===== config.mk =====
export PLATFORM = sky130hd
export DESIGN_NAME = clz_shift_left
export DESIGN_NICKNAME = d
export VERILOG_FILES = /design/src/rtl/clz_shift_left.sv
export SDC_FILE = /design/constraint.sdc
export NUM_CORES = 1
export LEC_CHECK = 0
export CAP_MARGIN = 20
export CORE_MARGIN = 2
export CORE_UTILIZATION = 40
export CTS_BUF_LIST = sky130_fd_sc_hd__clkbuf_2 sky130_fd_sc_hd__clkbuf_4 sky130_fd_sc_hd__clkbuf_8
export DETAILED_ROUTE_END_ITERATION = 10
export DONT_BUFFER_PORTS = 1
export GPL_ROUTABILITY_DRIVEN = 0
export SYNTH_ARGS = -nofsm -noshare
export SYNTH_HDL_FRONTEND = slang
export SYNTH_SLANG_ARGS = --single-unit

===== constraint.sdc =====
create_clock -name clock -period 0.8 [get_ports clock]
set_clock_uncertainty 0.2 [all_clocks]
set_input_delay 0.12 -clock clock [delete_from_list [all_inputs] [get_ports clock]]
set_output_delay 0.12 -clock clock [all_outputs]
set_load 0.03 [all_outputs]

===== src/rtl/clz_shift_left.sv =====
// Registered count-leading-zeros plus left shift by the count or by an external amount.
// Define CLZ_SHIFT_LEFT_INPUT_REG_EN to add an input register stage (latency 2 instead of 1).
module clz_shift_left #(
    parameter int WIDTH = 8,
    parameter int SHIFT_VAL_WIDTH = $clog2(WIDTH) + 1,
    localparam int CNT_WIDTH = $clog2(WIDTH + 1)
) (
    input  logic                       clock,
    input  logic                       resetn,
    input  logic                       in_valid,
    input  logic [WIDTH-1:0]           in_data,
    input  logic                       in_normalize,
    input  logic [SHIFT_VAL_WIDTH-1:0] in_shift,
    output logic                       out_valid,
    output logic [CNT_WIDTH-1:0]       out_clz,
    output logic [WIDTH-1:0]           out_data,
    output logic                       out_zero
);
    localparam int STAGES = $clog2(WIDTH);
    localparam int AMT_WIDTH = (SHIFT_VAL_WIDTH > CNT_WIDTH) ? SHIFT_VAL_WIDTH : CNT_WIDTH;

    logic                       stValid;
    logic [WIDTH-1:0]           stData;
    logic                       stNorm;
    logic [SHIFT_VAL_WIDTH-1:0] stShift;

`ifdef CLZ_SHIFT_LEFT_INPUT_REG_EN
    always_ff @(posedge clock or negedge resetn) begin
        if (!resetn) begin
            stValid <= 1'b0;
            stData  <= '0;
            stNorm  <= 1'b0;
            stShift <= '0;
        end else begin
            stValid <= in_valid;
            if (in_valid) begin
                stData  <= in_data;
                stNorm  <= in_normalize;
                stShift <= in_shift;
            end
        end
    end
`else
    assign stValid = in_valid;
    assign stData  = in_data;
    assign stNorm  = in_normalize;
    assign stShift = in_shift;
`endif

    logic [CNT_WIDTH-1:0] clzVal;
    logic                 isZero;

    // Scanning upward lets the highest set bit overwrite any lower one.
    always_comb begin
        clzVal = CNT_WIDTH'(WIDTH);
        for (int i = 0; i < WIDTH; i++) begin
            if (stData[i]) begin
                clzVal = CNT_WIDTH'(WIDTH - 1 - i);
            end
        end
    end

    assign isZero = ~|stData;

    logic [AMT_WIDTH-1:0] shiftAmt;
    logic [WIDTH-1:0]     shiftStage [STAGES+1];
    logic                 overflow;
    logic [WIDTH-1:0]     shifted;

    assign shiftAmt = stNorm ? AMT_WIDTH'(clzVal) : AMT_WIDTH'(stShift);
    assign shiftStage[0] = stData;

    generate
        for (genvar gi = 0; gi < STAGES; gi++) begin : gBarrel
            assign shiftStage[gi+1] = shiftAmt[gi] ? (shiftStage[gi] << (2 ** gi)) : shiftStage[gi];
        end
        // Any set bit above the barrel stages means the word is shifted out entirely.
        if (AMT_WIDTH > STAGES) begin : gOverflow
            assign overflow = |shiftAmt[AMT_WIDTH-1:STAGES];
        end else begin : gNoOverflow
            assign overflow = 1'b0;
        end
    endgenerate

    assign shifted = overflow ? '0 : shiftStage[STAGES];

    always_ff @(posedge clock or negedge resetn) begin
        if (!resetn) begin
            out_valid <= 1'b0;
            out_clz   <= '0;
            out_data  <= '0;
            out_zero  <= 1'b0;
        end else begin
            out_valid <= stValid;
            if (stValid) begin
                out_clz  <= clzVal;
                out_data <= shifted;
                out_zero <= isZero;
            end
        end
    end
endmodule


**Yosys cells after proc, flatten, opt, wreduce, memory -nomap -nowiden**

Index checks and enable logic that the tools add are counted.

- Mux-type cells: 13
- Reduce and logical (&&, ||, !) cells: 2

Operators with widths:

| operator | count |
|---|---|
| 4-bit 2-to-1 mux | 9 |
| 8-bit 2-to-1 mux | 4 |
| 8-bit OR reduction | 1 |
| 1-bit logical NOT | 1 |

- Flip-flop bits (word level): 14
- Input bits: 16
- Output and inout port bits: 14
- Logic and storage cells: 19

**Longest topological paths before layout**

- Depth after elaboration: 13
- Mapped depth: 8
- Depth with buffers taken out: 6

**Worst setup path before layout**

Ideal clock, no wire load.

- Path type: input -> register
- From: input in_data[1]
- To: register out_data[5]
- Setup time: 110 ps
- Arrival time: 1455 ps
- Data required time: 490 ps
- Path slack: -965 ps
- Cell stages on the path: 6
- Buffers on the path: 0
- Cell sequence: nand2b_1 -> a221oi_2 -> mux2i_1 -> a222oi_1 -> o2bb2a_1 -> o41ai_1

- Cells in the longest elaborated chain, start to end: 12

Ends and longest elaborated chain:

| what | line | source |
|---|---|---|
| start: declaration | 11 | `input logic [WIDTH-1:0] in_data,` |
| 4-bit 2-to-1 mux (7 in series) | 57 | `if (stData[i]) begin` |
| 4-bit 2-to-1 mux | 70 | `assign shiftAmt = stNorm ? AMT_WIDTH'(clzVal) : AMT_WIDTH'(stShift);` |
| 8-bit 2-to-1 mux (3 in series) | 75 | `assign shiftStage[gi+1] = shiftAmt[gi] ? (shiftStage[gi] << (2 ** gi)) : shiftStage[gi];` |
| 8-bit 2-to-1 mux (*) | 85 | `assign shifted = overflow ? '0 : shiftStage[STAGES];` |
| end signal: assignment | 97 | `out_data <= shifted;` |
| end: declaration | 16 | `output logic [WIDTH-1:0] out_data,` |

Mark *: on every way between the ends. The rest lies on a longest branch, timed or not.
A chain may end at the register's enable or synchronous reset.

**Worst setup path after layout**

Ends and elaborated chain as after synthesis.

==> flow_metrics.env <==
export IMPL_area_delta_synth_final_pct=70.06
export IMPL_drcViolationCount=0
export IMPL_die_area_um2=2834
export IMPL_tritoncts="done"
export IMPL_layout_cell_area_non_filler_um2=1649
export IMPL_timing_max_transition_violations_final=0
export IMPL_first_global_vias=1074
export IMPL_timing_setup_tns_ps=-11270
export IMPL_placement_cell_area_um2=1386
export IMPL_ys_warnings_count=0
export IMPL_layout_cell_share_with_drive_strength_beyond_1_pct=61.84
export IMPL_timing_critical_path_cells="nand2b_4 -> a221oi_4 -> mux2i_1 -> a222oi_1 -> o2bb2a_2 -> o41ai_2"
export IMPL_max_clock_freq_mhz=657.6
export IMPL_worst_ir_drop_vdd_v=0.001150
export IMPL_antenna_found_initial=0
export IMPL_final_count_of_negative_setup_slack_endpoints=27
export IMPL_critical_path_class="in2reg"
export IMPL_cts_hold_buffers_added=1
export IMPL_maxCapViolCount=0
export IMPL_fin_nets=169
export IMPL_synth_area_per_cell_um2=9.148
export IMPL_post_synth_inst_count=106
export IMPL_starting_drt_drc_count=29
export IMPL_synth_seq_cells=14
export IMPL_layout_core_utilization_pct=73.14
export IMPL_fin_worst_setup_slack_ps=-720.7
export IMPL_power_leakage_nw=0.7182
export IMPL_drt_vias_per_instance=5.728
export IMPL_post_place_ws_ps=-1076
export IMPL_post_place_cells=165
export IMPL_crit_path_start_kind="primary input"
export IMPL_place_hpwl_um=2192
export IMPL_critPathMaxStageDelay_ps=330
export IMPL_io_buffers=0
export IMPL_ios=30
export IMPL_power_per_cell_area_nw_per_um2=1343
export IMPL_synth_sequential_area_ratio_pct=36.13
export IMPL_cp_max_fo=7
export IMPL_end_kind="register"
export IMPL_routed_via_count=1031
export IMPL_synth_async_reset_ratio_pct=100.0
export IMPL_gr_total_overflow=0
export IMPL_tritoncts_num_sinks=14
export IMPL_antenna_violating_nets_post_route=0
export IMPL_maxSlewHeadroom_pct=57.52
export IMPL_slowest_stage="sky130_fd_sc_hd__o41ai_2"
export IMPL_total_number_of_placement_rows=17
export IMPL_outcome="complete, but fails checks"
export IMPL_routed_wire_length_per_instance_um=17.28
export IMPL_final_antenna_diode_count=0
export IMPL_dominantRegCellSynth="sky130_fd_sc_hd__dfrtp_1"
export IMPL_hold_viol=27
export IMPL_num_cts_buffers=3
export IMPL_finalNonFillerCells=180
export IMPL_synthDistinctLibCells=43
export IMPL_violations="negative hold slack, negative setup slack"
export IMPL_clk_pin_slew_ps=80
export IMPL_setup_repair_after_global_routing_missed_its_margin="yes"
export IMPL_period_utilization_post_route_pct=190.1
export IMPL_worstSkewPairLatency_ps=280
export IMPL_grt_first_pass_wirelength_um=4871
export IMPL_core_area_um2=2255
export IMPL_mappedNetlistNets=122
export IMPL_r2r_slack_ps=-280
export IMPL_floorplan_initialDensity_pct=43.01
export IMPL_die_height_um=53.24
export IMPL_arrival_ps=1500
export IMPL_firstDrtPassIters=4
export IMPL_die_width_um=53.24
export IMPL_synth_edf_count=0
export IMPL_cts_max_path_buffers=2
export IMPL_critPathRequiredTime_ps=780
export IMPL_worst_slew_pin_transition_ps=637.2
export IMPL_drt_total_wl_um=3110
export IMPL_cts_max_level=1
export IMPL_final_hold_worst_slack_ps=-336.5
export IMPL_fin_crit_ps=1521
export IMPL_cts_root_buffer_cell="sky130_fd_sc_hd__clkbuf_4"
export IMPL_grt_start_max_net_pins=17
export IMPL_synth_cell_area_um2=969.7
export IMPL_hp_class="in2reg"
export IMPL_grt_util_all_layers_pct=23.95
==> layout by cell type, fill, tap and decap left out, types with 2 or more instances in the layout <==
| master | count |
|---|---|
| sky130_fd_sc_hd__a21oi_1 | 3 |
| sky130_fd_sc_hd__a21oi_4 | 2 |
| sky130_fd_sc_hd__buf_12 | 5 |
| sky130_fd_sc_hd__buf_4 | 27 |
| sky130_fd_sc_hd__buf_6 | 14 |
| sky130_fd_sc_hd__clkbuf_4 | 4 |
| sky130_fd_sc_hd__dfrtp_1 | 3 |
| sky130_fd_sc_hd__dfrtp_2 | 11 |
| sky130_fd_sc_hd__inv_1 | 6 |
| sky130_fd_sc_hd__inv_2 | 2 |
| sky130_fd_sc_hd__mux2_4 | 2 |
| sky130_fd_sc_hd__mux2i_1 | 3 |
| sky130_fd_sc_hd__nand2_1 | 8 |
| sky130_fd_sc_hd__nand2_4 | 2 |
| sky130_fd_sc_hd__nand2b_1 | 5 |
| sky130_fd_sc_hd__nand3_1 | 2 |
| sky130_fd_sc_hd__nor2_1 | 6 |
| sky130_fd_sc_hd__nor2_4 | 2 |
| sky130_fd_sc_hd__nor2b_1 | 2 |
| sky130_fd_sc_hd__nor3_1 | 2 |
| sky130_fd_sc_hd__nor4_2 | 2 |
| sky130_fd_sc_hd__o211ai_1 | 3 |
| sky130_fd_sc_hd__o21ai_1 | 3 |
| sky130_fd_sc_hd__o221ai_2 | 2 |
| sky130_fd_sc_hd__o2bb2ai_2 | 4 |
| sky130_fd_sc_hd__o41ai_2 | 2 |
==> worst max-delay path, delay by kind of cell <==
| kind | cells | cell delay, ps |
|---|---|---|
| multiplexers | 1 | 230 |
| AO/OA/AOI/OAI | 4 | 1010 |
| AND/OR/NAND/NOR | 1 | 130 |
==> cell usage after synthesis, types with 2 or more instances <==
cell type	count	area, um^2
sky130_fd_sc_hd__dfrtp_1	14	350.3
sky130_fd_sc_hd__nand2_1	10	37.54
sky130_fd_sc_hd__inv_1	8	30.03
sky130_fd_sc_hd__nor2_1	8	30.03
sky130_fd_sc_hd__nand2b_1	6	37.54
sky130_fd_sc_hd__a21oi_1	4	20.02
sky130_fd_sc_hd__mux2i_1	4	40.04
sky130_fd_sc_hd__o211ai_1	3	22.52
sky130_fd_sc_hd__o21ai_0	3	15.01
sky130_fd_sc_hd__o2bb2ai_1	3	26.28
sky130_fd_sc_hd__buf_2	2	10.01
sky130_fd_sc_hd__buf_6	2	22.52
sky130_fd_sc_hd__mux2_2	2	22.52
sky130_fd_sc_hd__nand3_1	2	10.01
sky130_fd_sc_hd__nor2b_1	2	12.51
sky130_fd_sc_hd__nor3_1	2	10.01
sky130_fd_sc_hd__nor4_1	2	12.51
sky130_fd_sc_hd__o21ai_1	2	10.01
sky130_fd_sc_hd__o221ai_1	2	17.52
sky130_fd_sc_hd__o41ai_1	2	17.52
==> routing by layer <==
metal,GRT usage [%],wire (um),up-vias
li1,-,-,490
met1,28.20,1249,495
met2,41.15,1613,40
met3,7.062,215,6
met4,7.692,31,0
met5,0,0,-
==> timing repair <==
action	CTS	global route
buffers inserted	6	8
setup endpoints to repair	27	41
resized for setup	28	11
pin swaps	8	5
endpoints found under the hold margin	28	27
==> final timing paths <==
kind / startpoint / endpoint / depth (start not counted)
worst min register to register: out_clz[0]$_DFFE_PN0P_ / out_clz[0]$_DFFE_PN0P_ / 2
min in group asynchronous: resetn / out_data[2]$_DFFE_PN0P_ / 1
worst max register to register: out_data[1]$_DFFE_PN0P_ / out_data[1]$_DFFE_PN0P_ / 3
worst max-delay path: in_data[1] / out_data[5]$_DFFE_PN0P_ / 6
worst min-delay path: in_valid / out_valid$_DFF_PN0_ / 0
max in group asynchronous: resetn / out_clz[3]$_DFFE_PN0P_ / 1
==> report_power, final <==
group	internal, mW	switching, mW
logic	0.496	0.426
clock network	0.227	0.225
registers	0.780	0.0596
total	1.50	0.711
==> sequential cells by signal (all words and copies together) (netlist names) <==
signal     flops
out_zero       1
out_valid      1
out_data       8
out_clz        4
==> kinds of logic after synthesis <==
kind of cell,Yosys count,share of synthesized area (%)
flops,14,36.13
simple gates,36,18.58
mux,7,8.000
compound gates,35,30.07
buf+inv,14,7.225
==> per-stage QoR <==
step	total power, mW	hold WS, ps
floorplan	1.303	-375.6
global placement	1.563	-375.2
detailed placement	1.576	-375.2
CTS	2.173	-349.8
global route	2.324	-358.9
finish	2.214	-336.5
==> final cells by class <==
class | instances | area (um^2)
multi-input cells | 78 | 711.9
fillers | 174 | 605.6
repair buffers | 47 | 473.0
flip-flops and latches | 14 | 364.1
inverters | 9 | 35.03
well taps | 28 | 35.03
clock buffers | 4 | 30.03
(Power assumes the default switching activity.)
